[config.mk]
export PLATFORM = sky130hd
export DESIGN_NAME = cdb_arbiter
export DESIGN_NICKNAME = d
export VERILOG_FILES = /design/src/rtl/cdb_arbiter.sv
export SDC_FILE = /design/constraint.sdc
export NUM_CORES = 1
export LEC_CHECK = 0
export CAP_MARGIN = 20
export CORE_MARGIN = 2
export CORE_UTILIZATION = 48
export DETAILED_ROUTE_END_ITERATION = 10
export GPL_ROUTABILITY_DRIVEN = 0
export PLACE_DENSITY_LB_ADDON = 0.1
export SYNTH_ARGS = -nofsm -noshare
export SYNTH_HDL_FRONTEND = slang
export SYNTH_SLANG_ARGS = --single-unit
[constraint.sdc]
create_clock -name clk -period 6.11 [get_ports clk]
set_input_delay 1.222 -clock clk [delete_from_list [all_inputs] [get_ports clk]]
set_output_delay 1.222 -clock clk [all_outputs]
set_load 0.01 [all_outputs]
[src/rtl/cdb_arbiter.sv]
// cdb_arbiter: round-robin share of one registered CDB between ALU and LSU skid FIFOs
module cdb_arbiter #(
  parameter int DATA_W     = 32,
  parameter int ROB_ID_W   = 5,
  parameter int FIFO_DEPTH = 2
) (
  input  logic                clk,
  input  logic                rst,
  input  logic                rdy,
  input  logic                flush,
  input  logic                alu_valid,
  output logic                alu_ready,
  input  logic [ROB_ID_W-1:0] alu_rob_id,
  input  logic [DATA_W-1:0]   alu_result,
  input  logic [DATA_W-1:0]   alu_target_pc,
  input  logic                alu_jump_result,
  input  logic                lsu_valid,
  output logic                lsu_ready,
  input  logic [ROB_ID_W-1:0] lsu_rob_id,
  input  logic [DATA_W-1:0]   lsu_result,
  output logic                cdb_valid,
  output logic                cdb_src,
  output logic [ROB_ID_W-1:0] cdb_rob_id,
  output logic [DATA_W-1:0]   cdb_value,
  output logic [DATA_W-1:0]   cdb_target_pc,
  output logic                cdb_jump_result
);
  localparam int AW = $clog2(FIFO_DEPTH);
  localparam int AE = ROB_ID_W + 2 * DATA_W + 1;
  localparam int LE = ROB_ID_W + DATA_W;
  typedef logic [AW:0] cnt_t;
  localparam cnt_t DEPTH = cnt_t'(FIFO_DEPTH);
  logic [AE-1:0] a_mem [FIFO_DEPTH];
  logic [LE-1:0] l_mem [FIFO_DEPTH];
  logic [AW-1:0] a_wp, a_rp, l_wp, l_rp;
  cnt_t a_cnt, l_cnt;
  logic rr;
  logic a_ne, l_ne, gnt_a, gnt_l, a_push, l_push, a_pop, l_pop, go;
  logic [AE-1:0] a_head;
  logic [LE-1:0] l_head;
  assign alu_ready = a_cnt < DEPTH;
  assign lsu_ready = l_cnt < DEPTH;
  assign go        = rdy & ~flush;
  assign a_push    = alu_valid & alu_ready & go & |alu_rob_id;
  assign l_push    = lsu_valid & lsu_ready & go & |lsu_rob_id;
  assign a_ne      = |a_cnt;
  assign l_ne      = |l_cnt;
  // rr = 1 means LSU wins the next tie; it only moves when both heads compete
  assign gnt_l     = l_ne & (~a_ne | rr);
  assign gnt_a     = a_ne & ~gnt_l;
  assign a_pop     = gnt_a & go;
  assign l_pop     = gnt_l & go;
  assign a_head    = a_mem[a_rp];
  assign l_head    = l_mem[l_rp];
  always_ff @(posedge clk) begin
    if (a_push) a_mem[a_wp] <= {alu_rob_id, alu_result, alu_target_pc, alu_jump_result};
    if (l_push) l_mem[l_wp] <= {lsu_rob_id, lsu_result};
  end
  always_ff @(posedge clk or negedge rst) begin
    if (!rst) begin
      {a_wp, a_rp, l_wp, l_rp} <= '0;
      a_cnt <= '0;
      l_cnt <= '0;
      rr    <= 1'b0;
    end else if (rdy && flush) begin
      {a_wp, a_rp, l_wp, l_rp} <= '0;
      a_cnt <= '0;
      l_cnt <= '0;
    end else if (rdy) begin
      a_wp  <= a_push ? a_wp + 1'b1 : a_wp;
      a_rp  <= a_pop ? a_rp + 1'b1 : a_rp;
      l_wp  <= l_push ? l_wp + 1'b1 : l_wp;
      l_rp  <= l_pop ? l_rp + 1'b1 : l_rp;
      a_cnt <= a_cnt + cnt_t'(a_push) - cnt_t'(a_pop);
      l_cnt <= l_cnt + cnt_t'(l_push) - cnt_t'(l_pop);
      rr    <= (a_ne & l_ne) ? gnt_a : rr;
    end
  end
  always_ff @(posedge clk or negedge rst) begin
    if (!rst) begin
      cdb_valid <= 1'b0;
      {cdb_src, cdb_rob_id, cdb_value, cdb_target_pc, cdb_jump_result} <= '0;
    end else if (rdy) begin
      cdb_valid <= ~flush & (gnt_a | gnt_l);
      if (~flush & (gnt_a | gnt_l))
        {cdb_src, cdb_rob_id, cdb_value, cdb_target_pc, cdb_jump_result} <=
          gnt_a ? {1'b0, a_head} : {1'b1, l_head, {DATA_W{1'b0}}, 1'b0};
    end
  end
endmodule

# == Word level (Yosys, flattened, before mapping) ==
# Memory sizes are Yosys's and may differ from the RTL's.
# Cells that the tools add are included.
# totals
reg_bits,81
word_cells,81
mem_bits_rw,214
n_memories,2
# mem_list
name,words,width,read_ports,rd_clocked_by_memory_dff,write_ports,line,source
a_mem,2,70,1,0,1,33,logic [AE-1:0] a_mem [FIFO_DEPTH];
l_mem,2,37,1,0,1,34,logic [LE-1:0] l_mem [FIFO_DEPTH];
# classes
n_addsub,8
order_cmp,2
n_reduce_logical,16
n_mux,21
bitwise,19
# ops
op,n
71-bit 2-to-1 mux,1
1-bit 2-to-1 mux,16
1-bit AND,13
2-bit AND reduction,5
2-bit nonzero test,5
5-bit OR reduction,2
2-bit 2-to-1 mux,4
"1-bit adder, second input constant",4
2-bit by 1-bit adder with 2-bit output,2
"2-bit less-than comparator, second input constant",2
1-bit NOT,4
2-bit OR reduction,2
2-bit by 1-bit subtractor with 2-bit output,2
3-bit AND reduction,1
1-bit OR,2
1-bit logical AND,1

# == Depth between registers and ports, before layout ==
# Gate-level depths: netlist of the first run.
# logic_depth
depth_word,10
depth_mapped,12
ltp_nobuf,11

# == Least setup slack after synthesis of the first run ==
# No wires, ideal clock.
# synth_path
path_type,input port to flip-flop
start,input rdy
end,memory a_mem[0][0] in the netlist's numbering (enable)
arrival_time_ns,6.433
setup_ns,0.587
stages,3
path_buffers,1
required_ns,5.523
slack_ns,-0.910
path_cell_list,clkbuf_1 nand2_1 nor3_1
# synth_between
elab_chain_len,5
# synth_rtl
element,line,source
"start, declared",9,"input logic rdy,"
1-bit AND,43,assign go = rdy & ~flush;
1-bit AND (2 in a row),44,assign a_push = alu_valid & alu_ready & go & |alu_rob_id;
1-bit 2-to-1 mux,56,"if (a_push) a_mem[a_wp] <= {alu_rob_id, alu_result, alu_target_pc, alu_jump_result};"
1-bit 2-to-1 mux (implied by the code),56,
"end, declared",33,
# Every way passes these cells.

# == Worst setup path after layout of the first run ==
# layout_path
start,input rdy
end,register a_cnt[1]
# layout_between
elab_chain_len,7
elab_cells_between_ends,10
# layout_rtl
element,line,source
1-bit AND,43,
1-bit AND (2 in a row),44,
2-bit by 1-bit adder with 2-bit output,74,a_cnt <= a_cnt + cnt_t'(a_push) - cnt_t'(a_pop);
2-bit by 1-bit subtractor with 2-bit output,74,
2-bit 2-to-1 mux,69,end else if (rdy) begin
2-bit 2-to-1 mux,65,end else if (rdy && flush) begin
"end signal, assigned",74,
"end, declared",36,"cnt_t a_cnt, l_cnt;"
# Parallel ways exist; a longest one is shown, timed or not. The select of a mux whose other input is x is not followed.
# A chain may end at the register's enable or synchronous reset.

==> flow_metrics.tcl, run 1 <==
set metrics [dict create \
    area_growth_pct 28.86 \
    dp_cells 1159 \
    synth_nets 841 \
    seq_area_frac_synth 0.7577 \
    period_share 0.5666 \
    crit_chain "clkdlybuf4s50_1 -> nor2b_1 -> nand2_1 -> buf_4 -> inv_1 -> ha_1 -> inv_1 -> ha_1 -> xor2_1 -> o21ai_0 -> nand2_1 -> o21ai_0" \
    crit_fanout 34 \
    core_mm2 0.02271 \
    post_cts_resized 0 \
    clock_sinks 295 \
    synth_area_leader_cell "edfxtp_1" \
    max_freq_ghz 0.2889 \
    syn_area_mm2 0.01116 \
    antennaDiodeCount 0 \
    drtPass1Iterations 5 \
    ys_types 33 \
    cts_tree "built" \
    crit_required_ps 6530 \
    antenna_found_initial 0 \
    fin_util 0.6330 \
    regArea_mm2 0.008458 \
    dpl.hpwl_mm 15.24 \
    setup_tns_ps 0 \
    holdWs_ps 475.7 \
    tightest_slew_ps 1060 \
    grt_setup_unrepaired "false" \
    vias 6552 \
    worst-path-buf-inv 4 \
    drv_slew 0 \
    ys_async_sr_fraction 0.2746 \
    yosysTopAreaCellShare 0.5760 \
    drc_errors 0 \
    grt_first_pass_wirelength_mm 36.27 \
    clock_skew_ps 9.250 \
    grt_pass1_vias 6722 \
    cts_htree_levels 1 \
    min_path_type "reg2reg" \
    start_kind "input port" \
    synth_edf_count 214 \
    synthCells 724 \
    critical_path.top_delay_family "buffers and inverters" \
    io_pins 187 \
    io_buffers 186 \
    die-area_mm2 0.02448 \
    clock_latency_ps 540 \
    grt_overflow 0 \
    end_kind "flip-flop" \
    grt_max_degree 76 \
    leakage_uw 0.005137 \
    hold_viol_final 0 \
    clockBufferDepth 3 \
    status "complete, no violations" \
    drive_above_1_share 0.08163 \
    start_util 0.4912 \
    ys_warn_count 0 \
    crit_path_top_delay_cell "clkdlybuf4s50_1" \
    first_iter_violations 310 \
    path_class "in2reg" \
    numCtsBuffers 30 \
    wire_per_inst_um 19.51 \
    syn_avg_cell_area_um2 15.41 \
    die_h_um 156.5 \
    die_x_um 156.5 \
    cap_violations 0 \
    post_dp_cell_area_mm2 0.01325 \
    synth_top_cells_by_count "edfxtp_1 (214), dfrtp_1 (81), nand2_1 (78)" \
    synthFlopType "edfxtp_1" \
    synth-seq-cells 295 \
    cellPowerDensity_mw_per_mm2 402.4 \
    antenna_left 0 \
    final_cells 1216 \
    rows 55 \
    critPathArrivalTime_ps 3880 \
    clock-root-buffer "clkbuf_16" \
    ys_top_cells_by_area "edfxtp_1 (58%), dfrtp_1 (18%), a211oi_1 (5.0%), nor2b_1 (4.2%), mux2i_1 (3.0%)" \
    critPathMaxStageDelay_ps 660 \
    grt_use_total 0.1940 \
    hold_buffers 0 \
    vdd_drop_max_mv 0.2459 \
    finalNetCount 1024 \
    clk_pin_slew_ps 60 \
    setup_viol 0 \
    slew_headroom 0.2913 \
    drt_wl_total_mm 23.72 \
    post_cts_buffers 0 \
    via_per_inst 5.388 \
    layout_min_cycle_time_ps 3462 \
    synth_most_common_cell "edfxtp_1" \
    fill_cells 1686 \
    stdcell_area_mm2 0.01438 \
    multi_input_area_mm2 0.002445 \
]
[layer usage]
layer,track usage,routed length [um],vias to the layer above
li1,-,-,3079
met1,0.2662,10370,3236
met4,0.05461,459,0
met2,0.3264,11610,201
met3,0.02825,1277,36
met5,0,0,-
[metrics by stage]
step	setup WS [ps]	power, uW
global placement	2196	3807
floorplan	786.2	3172
global route	2402	6047
CTS	2658	5856
detailed placement	2096	3848
finish	2648	5785
[flip-flops by register name (all words and copies together) (netlist names), 2 cells and up]
name           cells
cdb_rob_id         5
cdb_value         32
cdb_target_pc     32
a_mem            140
l_cnt              2
l_mem             74
a_cnt              2
[area by class of cell]
| class | count | share of cell area |
|---|---|---|
| multi-input combinational | 371 | 0.1701 |
| inverter | 13 | 0.003395 |
| tap | 285 | 0.02481 |
| sequential | 295 | 0.5884 |
| clock inverter | 20 | 0.02054 |
| clock buffer | 36 | 0.05597 |
| timing repair buffer | 196 | 0.1368 |
[path summary, 6_finish.rpt]
path                                            from  slack [ps]  cells after the start                           end
max                                              rdy        2650                     12          a_cnt[1]$_DFFE_PN0P_
min                        cdb_value[19]$_DFFE_PN0P_         480                      2     cdb_value[19]$_DFFE_PN0P_
max reg2reg                     a_cnt[1]$_DFFE_PN0P_        3280                     12          a_cnt[1]$_DFFE_PN0P_
min reg2reg                cdb_value[19]$_DFFE_PN0P_         480                      2     cdb_value[19]$_DFFE_PN0P_
max in group asynchronous                        rst        4440                      2      cdb_value[9]$_DFFE_PN0P_
min in group asynchronous                        rst         670                      1  cdb_target_pc[8]$_DFFE_PN0P_
[worst min-delay path, stage by stage, from the launching register on]
cell	delay [ps]
dfrtp_1	340
nand2_1	50
o31ai_1	50
[placed cells by master (no fill, tap or decap), drive strengths merged, types with 3 or more instances in the layout]
| cell | n |
|---|---|
| ha | 4 |
| dfrtp | 81 |
| buf | 11 |
| inv | 13 |
| clkdlybuf4s50 | 185 |
| nand2 | 79 |
| edfxtp | 214 |
| o211ai | 3 |
| clkinv | 12 |
| mux2i | 33 |
| nor2 | 4 |
| bufinv | 8 |
| a211oi | 74 |
| nor2b | 75 |
| o21ai | 43 |
| or2 | 3 |
| clkbuf | 36 |
| o31ai | 38 |
[where the power goes]
part	internal (uW)	total, uW	switching [uW]
Sequential	2420	2590	167
Clock	1270	2000	729
Combinational	610	1200	585
Total	4300	5780	1480
[kinds of logic (layout without fill, tap and decap cells)]
kind of cell / after synthesis / after routing / share of synthesized area
buffers and inverters: 58 / 265 / 0.02669
AO/OA/AOI/OAI: 162 / 162 / 0.1009
multiplexers: 35 / 35 / 0.03163
AND/OR/NAND/NOR: 167 / 167 / 0.07616
flip-flops: 295 / 295 / 0.7577
XOR/XNOR: 3 / 3 / 0.002356
adder cells (fa/ha/maj): 4 / 4 / 0.004486
(Power assumes the default switching activity.)
==> run 2: changes to the inputs <==
--- a/config.mk
+++ b/config.mk
@@ -7,7 +7,7 @@
 export LEC_CHECK = 0
 export CAP_MARGIN = 20
 export CORE_MARGIN = 2
-export CORE_UTILIZATION = 48
+export CORE_UTILIZATION = 53
 export DETAILED_ROUTE_END_ITERATION = 10
 export GPL_ROUTABILITY_DRIVEN = 0
 export PLACE_DENSITY_LB_ADDON = 0.1
==> constraint.sdc (replaced) <==
create_clock -name clk -period 3.5 [get_ports clk]
set_input_delay 0.7 -clock clk [delete_from_list [all_inputs] [get_ports clk]]
set_output_delay 0.7 -clock clk [all_outputs]
set_load 0.01 [all_outputs]
==> run 2 against run 1 <==
  * Die area fell by 9.2%
  * First-iteration DRC count rose by 28%
  * Core utilization rose by 5.2 points
  * Cell count fell by 0.66%
  * Worst hold slack got worse by 240 ps
  * Largest cell class unchanged
==> flow_metrics.tcl, run 2 (synthesized netlist as in run 1, its figures left out) <==
set metrics [dict create \
    antennaDiodeCount 0 \
    grt_setup_unrepaired "false" \
    cts_tree "built" \
    drv_slew 0 \
    grt_use_total 0.2117 \
    clock_latency_ps 540 \
    crit_path_start "lsu_rob_id[0]" \
    worst-r2r-cell-count 11 \
    grt_max_degree 110 \
    end_kind "flip-flop" \
    met2_length_mm 11.37 \
    crit_path_top_delay_cell "or4_4" \
    critPathArrivalTime_ps 3080 \
    post_cts_buffers 0 \
    switching_power_uw 2560 \
    regMostFlops "a_mem" \
    cts_htree_levels 1 \
    max_freq_ghz 0.3745 \
    r2r-end "a_cnt[1]$_DFFE_PN0P_" \
    drc_errors 0 \
    clock-root-buffer "clkbuf_16" \
    drive_above_1_share 0.08146 \
    die_x_um 149.1 \
    crit_chain "clkdlybuf4s50_1 -> or4_4 -> o211ai_2 -> or2_2 -> ha_1 -> inv_1 -> ha_1 -> xor2_1 -> o21ai_0 -> nand2_1 -> o21ai_0" \
    rrSetupSlack_ps 850 \
    leakage_uw 0.005088 \
    dp_slack_ps 268.3 \
    grt_pass1_vias 6744 \
    worst-path-buf-inv 2 \
    largest_reg_flops 140 \
    fin_util 0.6854 \
    tightest_slew_ps 1055 \
    grt_overflow 0 \
    die_h_um 149.1 \
    cap_violations 0 \
    final_common_cell "edfxtp_1" \
    die-area_mm2 0.02222 \
    regArea_mm2 0.008458 \
    clock_sinks 295 \
    multi_input_area_mm2 0.002451 \
    path_class "in2reg" \
    io_pins 187 \
    io_buffers 186 \
    stdcell_area_mm2 0.01427 \
    layout_min_cycle_time_ps 2670 \
    clk_pin_slew_ps 60 \
    slew_headroom 0.2966 \
    antenna_left 0 \
    combPwrFrac 0.208 \
    timing.final.ws_setup_ps 830.0 \
    wl_met3_mm 1.487 \
    rows 53 \
    finalNetCount 1028 \
    dpl.hpwl_mm 14.32 \
    critPathMaxStageDelay_ps 550 \
    intPower_uw 7157 \
    maxUsedRoutingLayer "met5" \
    start_util 0.5358 \
    wl_met1_mm 9.830 \
    hold_viol_final 0 \
    crit_fanout 3 \
    power.total_uw 9717 \
    status "complete, no violations" \
    drt_wl_total_mm 23.15 \
    cellPowerDensity_mw_per_mm2 680.8 \
    wire_per_inst_um 19.16 \
    r2r-start "a_cnt[1]$_DFFE_PN0P_" \
    vias 6502 \
    setup_tns_ps 0 \
    clock_skew_ps 10.81 \
    area_growth_pct 27.94 \
    post_cts_resized 0 \
    power_frac_seq 0.474 \
    crit_required_ps 3910 \
    top_regs "a_mem: 140 flops, l_mem: 74 flops" \
    vdd_drop_max_mv 0.4628 \
    antenna_found_initial 2 \
    start_kind "input port" \
    layout_common_cells "edfxtp_1 (214), clkdlybuf4s50_1 (185), dfrtp_1 (79), nand2_1 (78), nor2b_1 (75)" \
    min_path_type "in2async" \
    period_share 0.7629 \
    path_depth 11 \
    core_mm2 0.02082 \
    critical_path.top_delay_family "simple AND/OR/NAND/NOR gates" \
    first_iter_violations 396 \
    clockBufferDepth 3 \
    setup_viol 0 \
    via_per_inst 5.382 \
    grt_first_pass_wirelength_mm 36.09 \
    drtPass1Iterations 5 \
    hold_buffers 0 \
    fill_cells 1446 \
    p_clk_frac 0.318 \
    numCtsBuffers 29 \
    post_dp_cell_area_mm2 0.01329 \
    swShare 0.2634 \
]
[run 2: cell count changes in the layout (fill, tap and decap cells not counted), moves of 2 or more]
cell,change
bufinv_16,-5
clkbuf_1,+5
clkinv_2,-5
buf_4,+4
clkbuf_8,+4
clkinv_1,-3
buf_12,+2
clkbuf_16,-2
clkinvlp_4,+2
[run 2: through the flow]
| step | hold WS, ps | cells |
|---|---|---|
| 2_1_floorplan | 404.4 | 724 |
| 3_3_place_gp | 460.0 | 1154 |
| 3_5_place_dp | 469.3 | 1154 |
| 4_1_cts | 255.6 | 1207 |
| 5_1_grt | 290.8 | 1208 |
| 6_report | 237.5 | 1208 |
[run 2: area by class of cell]
type                    instances  share of cell area
flip-flops and latches        295              0.5926
multi-input cells             371              0.1717
repair buffers                201              0.1408
clock buffers                  43             0.05803
well taps                     275             0.02411
clock inverters                10            0.009293
inverters                      13            0.003419
[run 2: worst max path at each step]
stage	to	slack (ps)
4_1_cts	l_cnt[1]$_DFFE_PN0P_	840
6_report	l_cnt[1]$_DFFE_PN0P_	830
3_5_place_dp	l_cnt[1]$_DFFE_PN0P_	270
2_1_floorplan	l_mem[1][0]$_DFFE_PP_	80
3_3_place_gp	l_cnt[1]$_DFFE_PN0P_	370
5_1_grt	a_cnt[1]$_DFFE_PN0P_	620
[run 2: routing by layer]
layer,up-vias,global-route usage
li1,3094,-
met1,3172,0.2874
met2,195,0.3507
met3,37,0.04312
met4,4,0.06190
met5,-,0
[run 2: power groups by stage]
stage / clock [uW] / sequential, uW / combinational [uW]
2_1_floorplan: 0 / 4670 / 865
3_3_place_gp: 0 / 4650 / 1980
3_5_place_dp: 0 / 4670 / 2040
4_1_cts: 3160 / 4610 / 2050
5_1_grt: 3310 / 4670 / 2210
6_report: 3090 / 4600 / 2020
